$ cat src/rtl/sch_pkt_desc_deq_pkg.sv
// Shared types and defaults for the scheduler
// packet-descriptor dequeue engine.
package sch_pkt_desc_deq_pkg;

  typedef struct packed {
    logic [3:0]  qid;
    logic [11:0] len;
    logic [15:0] addr;
  } sch_pkt_desc_type;

  typedef enum logic [1:0] {
    IDLE  = 2'd0,
    RUN   = 2'd1,
    FLUSH = 2'd2
  } sch_deq_state_type;

  localparam int SCH_DEQ_INIT_CREDITS_DEF = 8;
  localparam int SCH_DEQ_CNT_NBITS_DEF    = 16;

endpackage

$ cat src/rtl/sch_pkt_desc_skid.sv
// Two-entry valid/ready skid buffer; skid_full is
// registered so the upstream pop never sees out_ready.
module sch_pkt_desc_skid
  import sch_pkt_desc_deq_pkg::*;
(
  input  logic             clk_i,
  input  logic             rst_i,
  input  logic             in_valid_i,
  input  sch_pkt_desc_type in_data_i,
  output logic             skid_full_o,
  output logic             out_valid_o,
  output sch_pkt_desc_type out_data_o,
  input  logic             out_ready_i
);

  logic             main_v_q;
  logic             skid_v_q;
  sch_pkt_desc_type main_q;
  sch_pkt_desc_type skid_q;
  logic             take;

  assign take        = ~main_v_q | out_ready_i;
  assign skid_full_o = skid_v_q;
  assign out_valid_o = main_v_q;
  assign out_data_o  = main_q;

  // Upstream only writes while the skid slot is free.
  always_ff @(posedge clk_i) begin
    if (rst_i) begin
      main_v_q <= 1'b0;
      skid_v_q <= 1'b0;
      main_q   <= '0;
      skid_q   <= '0;
    end else if (take) begin
      if (skid_v_q) begin
        main_q   <= skid_q;
        main_v_q <= 1'b1;
        skid_v_q <= in_valid_i;
        if (in_valid_i) skid_q <= in_data_i;
      end else begin
        main_v_q <= in_valid_i;
        if (in_valid_i) main_q <= in_data_i;
      end
    end else if (in_valid_i) begin
      skid_q   <= in_data_i;
      skid_v_q <= 1'b1;
    end
  end

endmodule

$ cat src/rtl/sch_pkt_desc_deq.sv
// Dequeue engine: pops the descriptor FIFO under a
// credit pool, supports flush-and-discard, keeps stats.
module sch_pkt_desc_deq
  import sch_pkt_desc_deq_pkg::*;
#(
  parameter int CREDIT_NBITS = 4,
  parameter int INIT_CREDITS = SCH_DEQ_INIT_CREDITS_DEF,
  parameter int CNT_NBITS    = SCH_DEQ_CNT_NBITS_DEF
) (
  input  logic                  clk_i,
  input  logic                  rst_i,
  input  logic                  en_i,
  input  logic                  flush_i,
  input  logic                  fifo_empty_i,
  input  sch_pkt_desc_type      fifo_dout_i,
  output logic                  fifo_rd_o,
  output logic                  desc_valid_o,
  output sch_pkt_desc_type      desc_o,
  input  logic                  desc_ready_i,
  input  logic                  credit_ret_i,
  output logic [CREDIT_NBITS:0] credits_o,
  output logic                  busy_o,
  output logic                  flush_done_o,
  output logic [CNT_NBITS-1:0]  deq_cnt_o,
  output logic [CNT_NBITS-1:0]  drop_cnt_o
);

  localparam logic [CREDIT_NBITS:0] CRED_MAX =
    (CREDIT_NBITS+1)'(INIT_CREDITS);
  localparam logic [CREDIT_NBITS:0] CRED_ONE =
    (CREDIT_NBITS+1)'(1);
  localparam logic [CNT_NBITS-1:0] CNT_ONE =
    CNT_NBITS'(1);

  sch_deq_state_type     state_q;
  logic [CREDIT_NBITS:0] credits_q, credits_d;
  logic                  rd_prev_q;
  logic                  flush_done_q;
  logic [CNT_NBITS-1:0]  deq_cnt_q, drop_cnt_q;
  logic                  skid_full;
  logic                  run_pop, flush_pop;
  logic                  deliver, flush_exit;

  // Pops are held off during reset so the FIFO is untouched.
  always_comb begin
    fifo_rd_o = 1'b0;
    case (state_q)
      RUN:     fifo_rd_o = en_i & ~fifo_empty_i &
                           (credits_q != '0) & ~skid_full;
      FLUSH:   fifo_rd_o = ~fifo_empty_i;
      default: fifo_rd_o = 1'b0;
    endcase
    if (rst_i) fifo_rd_o = 1'b0;
  end

  assign run_pop    = fifo_rd_o & (state_q == RUN);
  assign flush_pop  = fifo_rd_o & (state_q == FLUSH);
  assign deliver    = desc_valid_o & desc_ready_i;
  // Empty flag lags a pop by one cycle.
  assign flush_exit = (state_q == FLUSH) & fifo_empty_i &
                      ~rd_prev_q;

  always_comb begin
    credits_d = credits_q;
    if (run_pop & ~credit_ret_i)
      credits_d = credits_q - CRED_ONE;
    else if (~run_pop & credit_ret_i &
             (credits_q != CRED_MAX))
      credits_d = credits_q + CRED_ONE;
  end

  always_ff @(posedge clk_i) begin
    if (rst_i) begin
      state_q      <= IDLE;
      credits_q    <= CRED_MAX;
      rd_prev_q    <= 1'b0;
      flush_done_q <= 1'b0;
      deq_cnt_q    <= '0;
      drop_cnt_q   <= '0;
    end else begin
      rd_prev_q    <= fifo_rd_o;
      flush_done_q <= flush_exit;
      credits_q    <= credits_d;
      if (deliver)   deq_cnt_q  <= deq_cnt_q + CNT_ONE;
      if (flush_pop) drop_cnt_q <= drop_cnt_q + CNT_ONE;
      if (flush_i && state_q != FLUSH) begin
        state_q <= FLUSH;
      end else begin
        case (state_q)
          IDLE:    if (en_i) state_q <= RUN;
          RUN:     if (!en_i) state_q <= IDLE;
          FLUSH:   if (flush_exit) state_q <= IDLE;
          default: state_q <= IDLE;
        endcase
      end
    end
  end

`ifndef SYNTHESIS
  always_ff @(posedge clk_i) begin
    if (!rst_i && credit_ret_i && !run_pop &&
        credits_q == CRED_MAX)
      $display("sch_pkt_desc_deq: error credit overflow %0t",
               $time);
  end
`endif

  sch_pkt_desc_skid u_skid (
    .clk_i       (clk_i),
    .rst_i       (rst_i),
    .in_valid_i  (run_pop),
    .in_data_i   (fifo_dout_i),
    .skid_full_o (skid_full),
    .out_valid_o (desc_valid_o),
    .out_data_o  (desc_o),
    .out_ready_i (desc_ready_i)
  );

  assign credits_o    = credits_q;
  assign busy_o       = (state_q != IDLE) | desc_valid_o;
  assign flush_done_o = flush_done_q;
  assign deq_cnt_o    = deq_cnt_q;
  assign drop_cnt_o   = drop_cnt_q;

endmodule

$ cat config.mk
export PLATFORM = sky130hd
export DESIGN_NAME = sch_pkt_desc_deq
export DESIGN_NICKNAME = d
export VERILOG_FILES = /design/src/rtl/sch_pkt_desc_deq_pkg.sv /design/src/rtl/sch_pkt_desc_skid.sv /design/src/rtl/sch_pkt_desc_deq.sv
export SDC_FILE = /design/constraint.sdc
export NUM_CORES = 1
export LEC_CHECK = 0
export BUFFER_PORTS_ARGS = -buffer_cell sky130_fd_sc_hd__buf_2
export CORE_UTILIZATION = 50
export DETAILED_ROUTE_END_ITERATION = 10
export PLACE_DENSITY = 0.72
export SYNTH_ARGS = -nofsm -noshare
export SYNTH_HDL_FRONTEND = slang
export SYNTH_SLANG_ARGS = --single-unit
$ cat constraint.sdc
create_clock -name clk_i -period 3 [get_ports clk_i]
set_input_delay 0.6 -clock clk_i [delete_from_list [all_inputs] [get_ports clk_i]]
set_output_delay 0.6 -clock clk_i [all_outputs]
set_load 0.005 [all_outputs]
==> summary.txt, run 1 <==
Synth
  • Register bit count reported by yosys: 107
  • Sequential fraction of the synthesis area: 45.4%
  • Gate Count Post-Synth: 494
  • Leading post-synthesis cells by cell area: dfxtp_1, mux2i_1, nor2_1
  • Synthesized net count: 542
  • Library cell occupying the most area in the post-synthesis netlist: dfxtp_1
  • Yosys top cell area share: 45.4%
  • Number of library cell types mapped by synthesis: 42
  • Synthesized cell area: 4710 µm²
  • Count of warnings emitted by yosys: 0
  • Syn_area_per_cell: 9.54 µm²

Setup path
  • CP top delay family: compound AO/OA/AOI/OAI gates
  • Cell-by-cell listing of the critical path: inv_1, ha_1, nor4b_4, o211ai_4, a21o_1, inv_1, ha_1, a21o_1, a21oi_1, mux2i_1, mux2_2
  • Critical R2R Launch: state_q[0]$_SDFFE_PP0P_
  • Crit path buf inv count: 2
  • Largest driver fanout on the critical path: 3
  • Worst flop-to-flop path endpoint: credits_o[4]$_SDFFE_PP0P_
  • Peak per-stage delay on the critical path: 0.38 ns
  • Number of logic stages on the critical path including buffering: 11
  • Worst reg-to-reg path cell count: 11
  • Setup crit end kind: flop
  • Crit path arrival time: 3.07 ns
  • Required time of the critical path: 3.27 ns
  • Highest-delay cell along the critical path: dfxtp_1
  • Type of the worst setup path: reg2reg
  • Flop2flop setup slack: 0.20 ns
  • Worst setup SP type: flop

Die
  • Number of placement rows: 35
  • I/O pin count: 112
  • Die width: 99.1 µm
  • Die footprint: 9820 µm²
  • Core footprint: 9200 µm²
  • Die outline height: 99.1 µm
  • Starting Density: 51.3%

Global route
  • Largest net degree at the start of global routing: 64
  • Total track usage: 20.4%
  • Vias in the first global route: 3572
  • Wire length of the first global-routing pass: 16100 µm
  • Number of antenna violations at the first check in global routing: 0
  • Grt ovf: 0

Detailed routing
  • DRT iter0 DRCs: 85
  • Number of design rule violations left after detail routing: 0
  • Post-detailed-route count of antenna-violating nets: 0
  • Total vias in the final route: 3811
  • Iteration count of the initial detailed-routing pass: 4
  • Routed via count divided by cell count: 5.32
  • Average detailed-routed wire length per instance: 13.5 µm
  • Final wirelength: 9640 µm

Cells and area
  • Fill cell total of the finished layout: 805
  • Share of post-route cells with drive strength above 1: 24.6%
  • Number of diodes: 0
  • Number of nets in the layout: 648
  • Area of the multi-input gates: 2360 µm²
  • Final core utilization: 60.6%
  • Seq. cell area: 2140 µm²
  • Layout area overhead: 18.2%
  • Highest-count cells in the layout ignoring fill and taps: buf_2, dfxtp_1, nor2_1
  • Most common cell after layout, fill and taps aside: buf_2

Power
  • PD cells: 464 nW/µm²
  • Largest vdd supply drop: 0.000304 V
  • Pleak: 2.18 nW

Clock network
  • Post-cts repair resize count: 0
  • Clock tree buffer depth: 2
  • Clock-pin transition on the worst setup and hold timing paths: 0.11 ns
  • Number of buffers created by CTS: 9
  • Hold-fix buffer count after cts: 0
  • CTS tree: built
  • H-Tree Level Count: 3
  • Clock Latency Late Sink: 0.37 ns
  • Number of post-CTS setup repair buffers: 0
  • CTS Root Buffer Type: clkbuf_8
  • Clock Sinks: 107

STA
  • Sum of negative setup slack: 0 ns
  • Setup repair after global routing missed its margin: false
  • Worst rel slew slack: 56.5%
  • Setup slack after layout: 0.197 ns
  • Hold Fails Final Rpt: 0
  • Share of the cycle needed by the critical path after routing: 93.4%
  • Slew of the pin with the lowest slew margin: 0.652 ns
  • Worst-case clock skew: 0.0145 ns
  • Max-slew violation count: 0
  • Highest attainable clock frequency: 357 MHz
  • Final count of negative-setup-slack endpoints: 0
  • Minimum period implied by the final worst setup slack: 2.80 ns

Worst hold path
  • End point of the worst hold path: u_skid.skid_q[2]$_SDFFE_PP0P_
  • Min-delay worst type: in2reg
  • Min-Delay Startpoint: fifo_dout_i[2]
  • WHS Path Cells: 3

Placed design
  • RD Place Congestion: 0.814
  • Number of input and output port buffers inserted: 111
  • Total half-perimeter wirelength after legalization and detailed placement: 6740 µm
  • Worst slack at placement: 0.175 ns

Run status
  • Result of the run: finished clean

Run
  • Max-cap violations: 0
report_power, final:
part	switching [mW]	internal (mW)	total [mW]
registers	0.0108	1.43	1.44
logic	0.0915	0.0686	0.160
clock network	0.487	0.498	0.985
total	0.589	2.00	2.59
how the worst max path moves through the flow:
stage | startpoint | endpoint | slack (ns)
floorplan | state_q[0]$_SDFFE_PP0P_ | credits_o[4]$_SDFFE_PP0P_ | 0.25
global placement | fifo_empty_i | credits_o[4]$_SDFFE_PP0P_ | 0.24
detailed placement | fifo_empty_i | credits_o[4]$_SDFFE_PP0P_ | 0.18
CTS | state_q[0]$_SDFFE_PP0P_ | credits_o[4]$_SDFFE_PP0P_ | 0.22
global route | state_q[0]$_SDFFE_PP0P_ | credits_o[4]$_SDFFE_PP0P_ | 0.08
finish | state_q[0]$_SDFFE_PP0P_ | credits_o[4]$_SDFFE_PP0P_ | 0.20
cells in the mapped netlist, drive strengths merged:
cell     count
dfxtp      107
nor2        95
mux2i       66
a211oi      33
a21oi       17
nand2       17
nand3       16
xnor2       15
clkbuf      14
inv         14
buf         12
o21ai       12
xor2         9
ha           8
or3          8
nand4        7
nor3         7
and4         5
nand2b       5
nor4         4
a21o         3
and2         3
nor2b        3
a31oi        2
and3         2
a2111oi      1
a31o         1
and4bb       1
fa           1
maj3         1
mux2         1
nor3b        1
nor4b        1
o211ai       1
or4          1
worst reg2reg max path, delay by kind of cell (launching register included):
kind            cells  cell delay (ns)
compound gates      4             0.70
fa+ha+maj           2             0.60
buf+inv             2             0.20
flops               1             0.38
mux                 2             0.56
simple gates        1             0.28
sequential cells by signal (all words and copies together) (netlist names):
register / cells
deq_cnt_o: 16
state_q: 2
u_skid.out_data_o: 32
flush_done_o: 1
u_skid.out_valid_o: 1
rd_prev_q: 1
u_skid.skid_full_o: 1
u_skid.skid_q: 32
drop_cnt_o: 16
credits_o: 5
routing by layer:
metal / track usage (%) / part of all wire, % / wire length (µm)
met1: 24.4 / 46 / 4410
met2: 35.5 / 48 / 4660
met3: 4.36 / 4.6 / 442
met4: 8.37 / 1.4 / 134
met5: 0 / 0 / 0
layout make-up:
class / instances / share of cell area (%)
Inverter: 14 / 0.943
Tap cell: 111 / 2.49
Timing Repair Buffer: 121 / 11.6
Clock inverter: 5 / 1.53
Clock buffer: 11 / 2.54
Sequential cell: 107 / 38.5
Multi-Input combinational cell: 347 / 42.4
kinds of logic (layout without fill, tap and decap cells):
group,after synthesis,count (layout),synth area share (%)
AND/OR/NAND/NOR,176,176,17.8
flip-flops,107,107,45.4
AO/OA/AOI/OAI,70,70,10.7
multiplexers,67,67,14.3
buffers and inverters,40,151,4.56
XOR/XNOR,24,24,4.46
adder cells (fa/ha/maj),10,10,2.76
through the flow:
stage	area (µm²)	instances	hold WS (ns)	power, mW
6_report	5570	716	0.483	2.59
5_1_grt	5570	716	0.477	2.69
4_1_cts	5570	716	0.471	2.61
3_5_place_dp	5350	700	0.485	1.63
3_3_place_gp	5350	700	0.472	1.63
2_1_floorplan	4710	494	0.460	1.57
No activity file was read; power rests on OpenSTA's default activity.
==> run 2: changes to the inputs <==
==> constraint.sdc (replaced) <==
create_clock -name clk_i -period 2.7 [get_ports clk_i]
set_input_delay 0.54 -clock clk_i [delete_from_list [all_inputs] [get_ports clk_i]]
set_output_delay 0.54 -clock clk_i [all_outputs]
set_load 0.005 [all_outputs]
==> run 2 against run 1 <==
  * Clock power shrank 2.9%
  * Clock skew down 0.0033 ns
  * Count of clock-buffer cells in the layout stayed put
  * First-iteration DRC count decreased by 16%
  * Register-to-register slack lost 0.10 ns
  * Routed wire length rose by 0.83%
  * Via count is 0.16% higher
  * Combinational power rose by 19%
==> summary.txt, run 2 (synthesis gave the netlist of run 1 again) <==
Cells and area
  • Share of post-route cells with drive strength above 1: 26.6% (+1.9 points)
  • Number of diodes: 0 (unchanged)
  • Area of the multi-input gates: 2400 µm² (+1.4%)
  • Layout area overhead: 18.7%
  • Fill cell total of the finished layout: 830 (+3.1%)
  • Seq. cell area: 2150 µm² (+0.17%)
  • Most common cell after layout, fill and taps aside: buf_2
  • Final non-filler cell area: 5600 µm² (+0.47%)
  • Highest-count cells in the layout ignoring fill and taps: buf_2, dfxtp_1, nor2_1
  • Number of nets in the layout: 649 (+0.15%)

Clock network
  • Clock-pin transition on the worst setup and hold timing paths: 0.10 ns (about the same)
  • Clock Latency Late Sink: 0.36 ns (about the same)
  • Clock Sinks: 107 (unchanged)
  • Number of buffers created by CTS: 9 (unchanged)
  • Hold-fix buffer count after cts: 0 (unchanged)
  • CTS tree: built
  • CTS Root Buffer Type: clkbuf_8
  • H-Tree Level Count: 3 (unchanged)
  • Clock tree buffer depth: 2 (unchanged)

Power
  • Total power consumption of the routed design: 2.75 mW (+6.1%)
  • Largest vdd supply drop: 0.000261 V (-14%)
  • PD cells: 490 nW/µm² (+5.6%)
  • Pleak: 2.18 nW (-0.13%)

Detailed routing
  • Routed via count divided by cell count: 5.32 (about the same)
  • Final wirelength: 9720 µm (+0.83%)
  • DRT iter0 DRCs: 71 (-16%)
  • Average detailed-routed wire length per instance: 13.6 µm (+0.69%)
  • Iteration count of the initial detailed-routing pass: 4 (unchanged)
  • Post-detailed-route count of antenna-violating nets: 0 (unchanged)
  • Number of design rule violations left after detail routing: 0 (unchanged)
  • Total vias in the final route: 3817 (+0.16%)

Setup path
  • CP top delay family: compound AO/OA/AOI/OAI gates
  • Crit path arrival time: 2.86 ns (-0.21 ns)
  • Number of logic stages on the critical path including buffering: 11 (unchanged)
  • Worst setup SP type: flop
  • Crit path buf inv count: 2 (unchanged)
  • Crit path capture: credits_o[4]$_SDFFE_PP0P_
  • Setup crit end kind: flop
  • Critical R2R Launch: state_q[0]$_SDFFE_PP0P_
  • Flop2flop setup slack: 0.09 ns (-0.10 ns)
  • Critical path startpoint: state_q[0]$_SDFFE_PP0P_
  • Largest driver fanout on the critical path: 3 (unchanged)
  • Required time of the critical path: 2.95 ns (-0.32 ns)
  • Type of the worst setup path: reg2reg
  • Highest-delay cell along the critical path: dfxtp_2
  • Worst reg-to-reg path cell count: 11 (unchanged)
  • Cell-by-cell listing of the critical path: inv_1, ha_4, nor4b_4, o211ai_4, a21o_1, inv_2, ha_4, a21o_1, a21oi_2, mux2i_1, mux2_2
  • Worst flop-to-flop path endpoint: credits_o[4]$_SDFFE_PP0P_
  • Peak per-stage delay on the critical path: 0.36 ns (-0.02 ns)

Placed design
  • Area after DPL: 5370 µm² (+0.44%)
  • RD Place Congestion: 0.772 (-5.2%)
  • Total half-perimeter wirelength after legalization and detailed placement: 6610 µm (-1.9%)
  • Number of input and output port buffers inserted: 111 (unchanged)
  • Worst slack at placement: -0.0300 ns (-0.205 ns)

STA
  • Slew of the pin with the lowest slew margin: 0.720 ns (+0.0681 ns)
  • Minimum period implied by the final worst setup slack: 2.61 ns (-0.198 ns)
  • Highest attainable clock frequency: 384 MHz (+7.6%)
  • Worst rel slew slack: 52.0% (-4.5 points)
  • Max-slew violation count: 0 (unchanged)
  • Final count of negative-setup-slack endpoints: 0 (unchanged)
  • Sum of negative setup slack: 0 ns (unchanged)
  • Share of the cycle needed by the critical path after routing: 96.5% (+3.1 points)
  • Worst-case clock skew: 0.0111 ns (-0.00333 ns)
  • Hold Fails Final Rpt: 0 (unchanged)
  • Setup slack after layout: 0.0945 ns (-0.102 ns)
  • Tightest hold margin: 0.429 ns (-0.0542 ns)

Global route
  • Largest net degree at the start of global routing: 71 (+11%)
  • Vias in the first global route: 3642 (+2.0%)
  • Number of antenna violations at the first check in global routing: 0 (unchanged)
  • Wire length of the first global-routing pass: 16300 µm (+0.98%)
  • Total track usage: 20.4% (+0.079 points)
  • Grt ovf: 0 (unchanged)

Die
  • I/O pin count: 112 (unchanged)
  • Number of placement rows: 35 (unchanged)
  • Core footprint: 9200 µm² (unchanged)
  • Starting Density: 51.3% (unchanged)
  • Die outline height: 99.1 µm (unchanged)
  • Die width: 99.1 µm (unchanged)
  • Die footprint: 9820 µm² (unchanged)

Run status
  • Result of the run: finished clean

Worst hold path
  • WHS Path Cells: 3 (unchanged)
  • Min-delay worst type: in2reg

Run
  • Max-cap violations: 0 (unchanged)
[run 2: worst min-delay path, stage by stage]
cell and delay, ns:
buf_2 0.09, mux2i_1 0.06, nor2_1 0.07
[run 2: layer usage]
layer  wire length [µm]  vias to the layer above  GRT usage (%)
li1                   -                     1942              -
met1               4450                     1791           24.7
met2               4750                       78           35.8
met3                451                        6           4.71
met4                 74                        0           6.90
met5                  0                        -              0
[run 2: worst min-delay path by stage]
stage,startpoint,endpoint,slack (ns)
after global placement,u_skid.skid_q[28]$_SDFFE_PP0P_,u_skid.skid_q[28]$_SDFFE_PP0P_,0.47
after CTS,fifo_dout_i[13],u_skid.skid_q[13]$_SDFFE_PP0P_,0.41
final,fifo_dout_i[20],u_skid.skid_q[20]$_SDFFE_PP0P_,0.43
after detailed placement,u_skid.skid_q[5]$_SDFFE_PP0P_,u_skid.skid_q[5]$_SDFFE_PP0P_,0.48
after global routing,fifo_dout_i[0],u_skid.skid_q[0]$_SDFFE_PP0P_,0.42
after floorplan,u_skid.skid_q[0]$_SDFFE_PP0P_,u_skid.skid_q[0]$_SDFFE_PP0P_,0.46
[run 2: final cells by class]
| cell class | instances | share of cell area (%) |
|---|---|---|
| clock buffer | 11 | 2.70 |
| timing repair buffer | 122 | 11.9 |
| clock inverter | 5 | 0.782 |
| tap | 111 | 2.48 |
| inverter | 14 | 0.939 |
| multi-input combinational | 347 | 42.8 |
| sequential | 107 | 38.4 |
[run 2: power by group]
group,switching (mW),total (mW),leakage [nW],internal (mW)
registers,0.00992,1.60,0.864,1.59
logic,0.106,0.190,1.22,0.0833
clock network,0.554,0.956,0.0998,0.402
total,0.670,2.75,2.18,2.07
[run 2: metrics by stage]
stage	cells	utilization, %
2_1_floorplan	494	-
3_5_place_dp	699	58.4
3_3_place_gp	699	58.4
4_1_cts	715	60.5
6_report	717	60.9
5_1_grt	717	60.9
[run 2: repair_timing]
item                                    CTS  global route
endpoints found under the setup margin    1             1
pin swaps                                 0             3
gates resized for setup                   1             6
setup buffers                             0             2
